## src/rtl/imm_gen_pipe.sv

```systemverilog
// imm_gen_pipe: registered LEGv8 immediate generator for the ID stage.
// Decodes D, CB, B, I and IW (MOVZ) immediates, reports the decoded format,
// and buffers results in a main + skid register pair so back-pressure from
// ID/EX never drops an instruction.
// Optional build macro: BRANCH_SHIFT_EN (CB/B immediates become byte offsets).
module imm_gen_pipe #(
  parameter int N = 64
) (
  input  logic         clk,
  input  logic         reset,
  input  logic         in_valid,
  output logic         in_ready,
  input  logic [31:0]  instr,
  input  logic         flush,
  output logic         out_valid,
  input  logic         out_ready,
  output logic [N-1:0] out_imm,
  output logic [2:0]   out_fmt
);

  localparam logic [2:0] FMT_NONE = 3'd0;
  localparam logic [2:0] FMT_D    = 3'd1;
  localparam logic [2:0] FMT_CB   = 3'd2;
  localparam logic [2:0] FMT_B    = 3'd3;
  localparam logic [2:0] FMT_I    = 3'd4;
  localparam logic [2:0] FMT_IW   = 3'd5;

  // Decode one instruction word into {imm64, fmt}; first matching opcode wins.
  function automatic logic [66:0] decode(input logic [31:0] ins);
    logic signed [63:0] imm;
    logic [2:0]         fmt;
    imm = '0;
    fmt = FMT_NONE;
    if (ins[31:21] == 11'b11111000010 || ins[31:21] == 11'b11111000000) begin
      imm = 64'($signed(ins[20:12]));
      fmt = FMT_D;
    end else if (ins[31:24] == 8'b10110100 || ins[31:24] == 8'b10110101) begin
      imm = 64'($signed(ins[23:5]));
`ifdef BRANCH_SHIFT_EN
      imm = imm <<< 2;
`endif
      fmt = FMT_CB;
    end else if (ins[31:26] == 6'b000101 || ins[31:26] == 6'b100101) begin
      imm = 64'($signed(ins[25:0]));
`ifdef BRANCH_SHIFT_EN
      imm = imm <<< 2;
`endif
      fmt = FMT_B;
    end else if (ins[31:22] == 10'b1001000100 || ins[31:22] == 10'b1101000100) begin
      imm = $signed({52'd0, ins[21:10]});
      fmt = FMT_I;
    end else if (ins[31:23] == 9'b110100101) begin
      // hw field selects a 16-bit lane; bits shifted past N are dropped later
      imm = $signed({48'd0, ins[20:5]} << {ins[22:21], 4'b0000});
      fmt = FMT_IW;
    end
    return {imm, fmt};
  endfunction

  logic [66:0]  dec;
  logic [N-1:0] dec_imm;
  logic [2:0]   dec_fmt;

  logic         main_vld_q, main_vld_d;
  logic [N-1:0] main_imm_q, main_imm_d;
  logic [2:0]   main_fmt_q, main_fmt_d;
  logic         skid_vld_q, skid_vld_d;
  logic [N-1:0] skid_imm_q, skid_imm_d;
  logic [2:0]   skid_fmt_q, skid_fmt_d;

  logic accept;
  logic drain;

  // Combinational decode of the presented instruction, truncated to N bits.
  always_comb begin
    dec     = decode(instr);
    dec_imm = dec[N+2:3];
    dec_fmt = dec[2:0];
  end

  assign in_ready  = !skid_vld_q;
  assign out_valid = main_vld_q;
  assign out_imm   = main_imm_q;
  assign out_fmt   = main_fmt_q;
  assign accept    = in_valid && in_ready;
  assign drain     = main_vld_q && out_ready;

  // Next-state for main/skid: flush wins, skid refills main first to keep order.
  always_comb begin
    main_vld_d = main_vld_q;
    main_imm_d = main_imm_q;
    main_fmt_d = main_fmt_q;
    skid_vld_d = skid_vld_q;
    skid_imm_d = skid_imm_q;
    skid_fmt_d = skid_fmt_q;
    if (flush) begin
      main_vld_d = 1'b0;
      skid_vld_d = 1'b0;
    end else if (!main_vld_q || drain) begin
      if (skid_vld_q) begin
        main_vld_d = 1'b1;
        main_imm_d = skid_imm_q;
        main_fmt_d = skid_fmt_q;
        skid_vld_d = 1'b0;
      end else if (accept) begin
        main_vld_d = 1'b1;
        main_imm_d = dec_imm;
        main_fmt_d = dec_fmt;
      end else begin
        main_vld_d = 1'b0;
      end
    end else if (accept) begin
      skid_vld_d = 1'b1;
      skid_imm_d = dec_imm;
      skid_fmt_d = dec_fmt;
    end
  end

  // State registers; reset clears both entries and zeroes the visible outputs.
  always_ff @(posedge clk or posedge reset) begin
    if (reset) begin
      main_vld_q <= 1'b0;
      main_imm_q <= '0;
      main_fmt_q <= FMT_NONE;
      skid_vld_q <= 1'b0;
      skid_imm_q <= '0;
      skid_fmt_q <= FMT_NONE;
    end else begin
      main_vld_q <= main_vld_d;
      main_imm_q <= main_imm_d;
      main_fmt_q <= main_fmt_d;
      skid_vld_q <= skid_vld_d;
      skid_imm_q <= skid_imm_d;
      skid_fmt_q <= skid_fmt_d;
    end
  end

endmodule

```

## config.mk

```make
export PLATFORM = sky130hd
export DESIGN_NAME = imm_gen_pipe
export DESIGN_NICKNAME = d
export VERILOG_FILES = /design/src/rtl/imm_gen_pipe.sv
export SDC_FILE = /design/constraint.sdc
export NUM_CORES = 1
export LEC_CHECK = 0
export BUFFER_PORTS_ARGS = -buffer_cell sky130_fd_sc_hd__buf_2
export CORE_MARGIN = 2
export CORE_UTILIZATION = 29
export DETAILED_ROUTE_END_ITERATION = 10
export GPL_ROUTABILITY_DRIVEN = 0
export GPL_TIMING_DRIVEN = 0
export MAX_ROUTING_LAYER = met4
export PLACE_DENSITY_LB_ADDON = 0.1
export SETUP_SLACK_MARGIN = 0.4
export SYNTH_ARGS = -nofsm -noshare
export SYNTH_HDL_FRONTEND = slang
export SYNTH_SLANG_ARGS = --single-unit
```

## constraint.sdc

```tcl
create_clock -name clk -period 3.6 [get_ports clk]
set_clock_uncertainty 0.1 [all_clocks]
set_input_delay 0.18 -clock clk [delete_from_list [all_inputs] [get_ports clk]]
set_output_delay 0.18 -clock clk [all_outputs]
set_load 0.1 [all_outputs]
```

; ---- Word level (Yosys, flattened, before mapping)
; Index checks and enable logic that the tools add are counted.
[classes]
add_sub_neg = 0
mul = 0
div = 0
n_lt_le_gt_ge = 0
eq_ne = 9
shifts = 1
n_mux = 21
bitwise_logic = 2
reduce_logical = 14
[ops]
columns = cell, count
row1 = $mux 64, 7
row2 = $shl 16x6->64, 1
row3 = $eq 11x11->1 const B, 2
row4 = $mux 3, 7
row5 = $eq 10x10->1 const B, 2
row6 = $eq 8x8->1 const B, 2
row7 = $eq 9x9->1 const B, 1
row8 = $mux 1, 7
row9 = $eq 6x3->1 const B, 1
row10 = $eq 6x6->1 const B, 1
row11 = $reduce_and 3->1, 2
row12 = $logic_or 1x1->1, 5
row13 = $reduce_bool 2->1, 2
row14 = $reduce_bool 3->1, 1
row15 = $logic_and 1x1->1, 2
row16 = $logic_not 1->1, 2
row17 = $not 1->1, 2
[totals]
reg_bits = 136
latch_bits = 0
mem_bits_rw = 0
rom_bits = 0
input_bits = 37
out_inout_bits = 69
word_cells = 53
mem_count = 0

; ---- Longest topological paths before layout
; Gate-level depths: netlist (run 1).
[logic_depth]
word_depth = 8
ltp_mapped = 8
mapped_depth_nobuf = 5

; ---- Worst setup path after synthesis (run 1)
; OpenSTA, ideal clock, no wires.
[synth_timing]
kind = reg-to-reg
from = register main_vld_q, in the netlist out_valid
to = register main_imm_q[32], in the netlist out_imm[32]
setup_time_ns = 0.139
t_arrival_ns = 2.296
required_time_ns = 3.361
slack_ns = 1.066
stages_incl_launch_ff = 7
path_buffers = 1
period_less_slack_ns = 2.534
path_cell_list = dfrtp_1 nor2b_1 nor3_1 nand2_1 nor3b_1 clkbuf_1 a22oi_1
[synth_via]
elab_chain_len = 3
elab_cells_between_ends = 4
cone_classes = reduce/logical (4)
[synth_rtl]
columns = element, line_no
row1 = "start, declared", 64  ; logic main_vld_q, main_vld_d;
row2 = "start signal, assigned", 129  ; main_vld_q <= main_vld_d;
row3 = $logic_not 1->1 or $logic_and 1x1->1 (tied branches), "99, 86"
row4 = $logic_or 1x1->1 *, 99  ; end else if (!main_vld_q || drain) begin
row5 = $reduce_and 3->1 (no line) *, n/a
row6 = "end signal, assigned", 130  ; main_imm_q <= main_imm_d;
row7 = "end, declared", 65  ; logic [N-1:0] main_imm_q, main_imm_d;
; Every way passes the cells marked *; elsewhere a longest branch is shown, timed or not.
; A chain may end at the register's enable or synchronous reset.

; ---- Final worst setup path (run 1)
[layout_timing]
from = register skid_vld_q
to = output port in_ready
[layout_via]
elab_chain_len = 1
[layout_rtl]
columns = element, line_no
row1 = "start, declared", 67  ; logic skid_vld_q, skid_vld_d;
row2 = "start signal, assigned", 132  ; skid_vld_q <= skid_vld_d;
row3 = $logic_not 1->1, 81  ; assign in_ready = !skid_vld_q;
row4 = "end, declared", 12  ; output logic in_ready,
; Every way passes these cells.

==> results of run 1 <==
[logic make-up after synthesis]
group / share of synthesized area, %
compound gates: 26.4
simple gates: 16.8
flops: 52.1
buf+inv: 4.66
[routing by layer]
layer	part of all wire [%]	GRT usage [%]
met1	45	28.2
met2	46	32.6
met3	6.2	5.13
met4	2.8	7.21
met5	0	-
[metrics by stage]
stage / std cells / area (µm²)
6_report: 1141 / 8030
5_1_grt: 1141 / 8030
4_1_cts: 1140 / 8020
3_5_place_dp: 1104 / 7430
3_3_place_gp: 1101 / 7370
2_1_floorplan: 724 / 6540
[cells in the mapped netlist, drive strengths merged]
cell type	number
dfrtp	136
nand2	89
nor2	86
o21ai	70
clkbuf	56
a21oi	55
a31oi	55
o22ai	24
or3	22
a22oi	18
buf	15
a221o	14
o211ai	14
a221oi	9
a32oi	8
o31ai	6
and3	5
nand2b	5
nor3	5
nor3b	5
nand3	4
nor4	4
inv	3
o21a	3
or3b	3
nor2b	2
nor4b	2
and2	1
and4	1
and4b	1
nand4b	1
nor4bb	1
o21bai	1
[worst paths after layout]
check | depth (start not counted) | endpoint | start | slack (ns)
worst max-delay path | 6 | in_ready | skid_vld_q | 0.65
worst min-delay path | 3 | skid_imm_q[32] | instr[5] | 0.05
worst max register to register | 7 | out_imm[32] | skid_vld_q | 0.84
worst min register to register | 2 | skid_imm_q[13] | skid_imm_q[13] | 0.37
max in group asynchronous | 5 | out_imm[33] | reset | 2.17
min in group asynchronous | 3 | out_fmt[2] | reset | 0.36
[final cells by class]
class	count	area (µm²)	share of cell area [%]
antenna	1	2.50	0.0312
buffer	71	294	3.66
clock buffer	18	429	5.35
clock inverter	13	108	1.34
inverter	3	15.0	0.187
multi-input combinational	514	2830	35.2
sequential	136	3400	42.4
tap	280	350	4.36
timing repair buffer	105	598	7.45
[state kept, by name, summed over array words and instances (netlist names)]
name and cells:
out_valid 1, skid_fmt_q 3, out_imm 64, out_fmt 3
skid_vld_q 1, skid_imm_q 64
[critical path: cells and delay by family, from the launching register on]
kind / cells / cell delay, ns
buffers and inverters: 6 / 1.88
flip-flops: 1 / 0.35
[power by group]
part           switching, mW  internal, mW  leakage (nW)  total (mW)
Combinational           1.19         0.257          1.41        1.44
Clock                  0.683         0.939         0.258        1.62
Sequential             0.124          1.76          1.71        1.88
Total                   1.99          2.95          3.38        4.95
[repair_timing]
item | 4_1_cts | 5_1_grt
hold buffers | 5 | 0
resized for setup | 1 | 3
hold endpoints to repair | 36 | 0
setup endpoints to repair | 1 | 11
==> metrics.cfg, run 1 <==
[cts]
clock-root-buffer = clkbuf_16
cts.sinks = 136
cts_inserted_buffers = 17
clk_pin_slew_ns = 0.06
cts_buffer_depth = 2
h-tree-depth = 4
clk_latency_ns = 0.42
postCtsSetupBuffers = 0
cts_tree = built

[drt]
wl_per_cell_um = 21.3
dr_total_vias = 6300
drt-initial-drc-count = 481
drc_errors = 0
viasPerCell = 5.52
drt_wl_total_um = 24300
detail-route-antenna-nets = 0
first_pass_iters = 6

[worst_setup_path]
worstSetupEndpointType = output port
crit_arrival_ns = 2.67
cpMostUsedCell = clkbuf_1
path_max_fanout = 10
crit_slowest_cell = clkbuf_1
cp-start-kind = flop
crit_required_ns = 3.32
critPathKind = reg -> out
crit_path_cell_trace = buf_2 -> inv_1 -> clkbuf_1 -> clkbuf_2 -> clkbuf_1 -> buf_4
max_stage_delay_ns = 0.43

[synth]
synthTopCellsByArea = dfrtp_1 52%, a31oi_1 5.3%, o21ai_0 5.2%
syn-num-nets = 761
yosysSeqAreaShare_pct = 52.1
synth.avg_cell_area_um2 = 9.02
synth_top_area_share_pct = 52.1
syn_area_um2 = 6530
ys_warn_count = 0
netlist_instances = 724
synth_seq_cells = 136
yosysTopAreaCell = dfrtp_1
synth_cell_type_count = 41

[sta]
setup_violations = 0
worstMarginPinSlew_ns = 0.832
finalSetupTns_ns = 0
maxSlewHeadroom_pct = 44.4
rsz0062_at_grt = false
hold_viol = 0
period_needed_ns = 2.95
layout_setup_ws_ns = 0.649
hold_ws_ns = 0.0546
report.final.slew_viol_count = 0
fmax_ghz = 0.339
period_share_pct = 82.0

[grt]
grt_overflow = 0
grt_pass1_wl_um = 37700
grtUsageTotal_pct = 21.5
antenna_found_initial = 1
grt_pass1_vias = 6366
grt_max_degree = 42

[floorplan]
die_h_um = 154
placement_rows = 54
coreArea_um2 = 22000
io-pin-count = 106
start_util_pct = 29.7
die_area_um2 = 23700
die_w_um = 154

[power_and_ir_drop]
power.leakage_nw = 3.38
p_per_area_nw_per_um2 = 616
peakVddDrop_v = 0.000310
p_total_mw = 4.95

[place]
hpwl_um = 17300
pre_cts_slack_ns = 0.545
numPortBuffers = 97

[status]
run_status = completed

[job]
cap_violations = 0

[hold_path]
hold_class = in -> reg

[finish]
drive_gt1_share_pct = 17.8
final_common_cell = dfrtp_1
syn2layout_area_growth_pct = 22.9
nets = 885
nFillCells = 2251
layout_common_cells = 136 x dfrtp_1, 108 x buf_2, 89 x nand2_1
final_core_util_pct = 36.6

No activity file was read; power rests on OpenSTA's default activity.
==> run 2: changes to the inputs <==
--- a/config.mk
+++ b/config.mk
@@ -5,6 +5,7 @@
 export SDC_FILE = /design/constraint.sdc
 export NUM_CORES = 1
 export LEC_CHECK = 0
+export ABC_AREA = 1
 export BUFFER_PORTS_ARGS = -buffer_cell sky130_fd_sc_hd__buf_2
 export CORE_MARGIN = 2
 export CORE_UTILIZATION = 29
==> constraint.sdc (replaced) <==
create_clock -name clk -period 3.1 [get_ports clk]
set_clock_uncertainty 0.1 [all_clocks]
set_input_delay 0.155 -clock clk [delete_from_list [all_inputs] [get_ports clk]]
set_output_delay 0.155 -clock clk [all_outputs]
set_load 0.1 [all_outputs]
==> metrics.cfg, run 2 <==
[status]
run_status = finished with violations
violations = DRC

[synth]
synth_seq_cells = 136
synth.area.mux_share_pct = 0.130
ys_warn_count = 0
yosys.area_share.simple_pct = 38.3
synth_cell_type_count = 31
synth_top_area_share_pct = 44.1
synth_top_family_by_area = simple AND/OR/NAND/NOR gates
netlist_instances = 1104
synthTopCellsByCount = 315 x nand2_1, 238 x nor2_1, 136 x dfrtp_1, 95 x nand3_1, 46 x inv_1
syn_area_um2 = 7720
synth_edf_count = 0
async_reset_ff_share_pct = 100
yosysSeqAreaShare_pct = 44.1
synthFlopType = dfrtp_1
synth_compound_area_share_pct = 9.65
synthTopCellsByArea = dfrtp_1 44%, nand2_1 15%, nor2_1 12%
yosysMostFrequentCell = nand2_1
synth_xor_area_share_pct = 0
syn-num-nets = 1141
synth.avg_cell_area_um2 = 7.00
synthAdderAreaFrac_pct = 0
yosysTopAreaCell = dfrtp_1

[grt]
grt_max_degree = 39
antenna_found_initial = 0
grt_pass1_wl_um = 44200
grt_overflow = 0
grt_pass1_vias = 7561
grtUsageTotal_pct = 21.1

[worst_setup_path]
rr_worst_depth = 7
cp.buffers_inverters = 5
crit_path_cell_trace = buf_2 -> inv_1 -> buf_2 -> buf_1 -> buf_2
crit_slowest_cell = buf_2
crit_cells = 5
cpMostUsedCell = buf_2
crit_arrival_ns = 2.33
r2r-end = skid_imm_q[8]
max_stage_delay_ns = 0.52
critPathKind = reg -> out
crit_required_ns = 2.84
worst-r2r-setup-slack_ns = 0.79
endpoint = in_ready
crit_family = buffers and inverters
worstSetupEndpointType = output port
path_max_fanout = 10
cp-start-kind = flop
critPathLaunch = skid_vld_q
regToRegStartpoint = out_valid

[floorplan]
die_h_um = 167
die_w_um = 167
io-pin-count = 106
die_area_um2 = 28000
placement_rows = 59
coreArea_um2 = 26100
start_util_pct = 29.6

[sta]
worstMarginPinSlew_ns = 0.831
layout_setup_ws_ns = 0.513
setup_violations = 0
period_needed_ns = 2.59
maxSlewHeadroom_pct = 44.5
period_share_pct = 83.5
hold_viol = 0
report.final.slew_viol_count = 0
fmax_ghz = 0.387
rsz0062_at_grt = false

[drt]
first_pass_iters = 8
wl_per_cell_um = 17.8
detail-route-antenna-nets = 0
drc_errors = 4
viasPerCell = 4.85
dr_total_vias = 7666
drt_wl_total_um = 28100
drt-initial-drc-count = 578

[place]
numPortBuffers = 104
dp_cells = 1546
pre_cts_slack_ns = 0.745
hpwl_um = 21000
placed_cell_area_um2 = 8730

[finish]
layout_common_cells = 315 x nand2_1, 238 x nor2_1, 136 x dfrtp_1
register_area_um2 = 3400
instances_no_fill = 1582
finalInstanceArea_um2 = 9350
nets = 1272
nFillCells = 2928
syn2layout_area_growth_pct = 21.0
final_common_cell = nand2_1
drive_gt1_share_pct = 17.3
diodes = 0
multiInputGateArea_um2 = 3710

[power_and_ir_drop]
p_total_mw = 5.33
power.leakage_nw = 5.16
p_per_area_nw_per_um2 = 570
peakVddDrop_v = 0.000251

[job]
cap_violations = 0

[cts]
cts.sinks = 136
clk_latency_ns = 0.43
cts_buffer_depth = 2
clock-root-buffer = clkbuf_16
cts_tree = built
h-tree-depth = 4
clk_pin_slew_ns = 0.07
cts_inserted_buffers = 17

[hold_path]
worstHoldPathCells = 4
hold_class = in -> reg

## run 2: cell count changes in the layout (fill, tap and decap cells not counted), moves of 15 or more
| cell | delta |
|---|---|
| o22ai_1 | -24 |
| a31oi_1 | -15 |
| clkbuf_1 | -25 |
| a21oi_1 | -28 |
| nand3_1 | +91 |
| buf_2 | +27 |
| or3_1 | -21 |
| inv_1 | +43 |
| nand2_1 | +226 |
| o21ai_0 | -38 |
| nor2_1 | +152 |
| nand4_1 | +33 |
## run 2: layout make-up
cell class                      count  share of cell area (%)
Sequential cell                   136                    36.4
Tap cell                          335                    4.48
Timing Repair Buffer              112                    6.75
Clock buffer                       20                    4.78
Buffer                             77                    4.23
Inverter                           56                    2.32
Clock inverter                     11                    1.32
Multi-Input combinational cell    835                    39.7
## run 2: worst reg2reg max path, delay by kind of cell, from the launching register on
kind,cells,cell delay (ns)
flops,1,0.34
buf+inv,3,0.84
simple gates,3,0.75
compound gates,1,0.15
## run 2: per-stage QoR
stage               hold slack [ns]  utilization (%)  setup TNS (ns)
floorplan                     0.240                -               0
global placement              0.356             33.2           -3.82
detailed placement            0.267             33.4               0
CTS                          0.0111             35.8               0
global route                 0.0562             35.8               0
finish                       0.0306             35.8               0
## run 2: how the worst min path moves through the flow
stage              start             end  slack, ns
2_1_floorplan  instr[12]  skid_imm_q[23]       0.24
3_3_place_gp       flush      skid_vld_q       0.36
3_5_place_dp       reset     out_imm[16]       0.27
4_1_cts         instr[3]   skid_imm_q[3]       0.01
5_1_grt         instr[0]   skid_imm_q[0]       0.06
6_report        instr[3]   skid_imm_q[3]       0.03
## run 2: power breakdown
group / leakage, nW / internal (mW) / switching [mW]
logic: 3.10 / 0.259 / 0.874
clock network: 0.272 / 1.20 / 0.853
registers: 1.79 / 2.02 / 0.112
## run 2: layer usage
metal  global-route usage [%]  wire, µm  share of wire [%]  up-vias
met1                     29.4     13800                 49     3621
met3                     3.05      1210                4.3       29
met4                     5.78       444                1.6        0
met2                     32.2     12700                 45      182
met5                        -         0                  0        -
li1                         -         -                  -     3834
## run 2: cell families (layout without fill, tap and decap cells)
logic type             after synthesis  count (layout)
AOI/OAI and AO/OA                  128             128
and+or+nand+nor                    706             706
DFF                                136             136
muxes                                1               1
buffers and inverters              133             276
## run 2: timing repair
item	in CTS	in global routing
gates resized for setup	0	0
hold buffers	5	0
hold endpoints to repair	36	0
buffers inserted	0	0
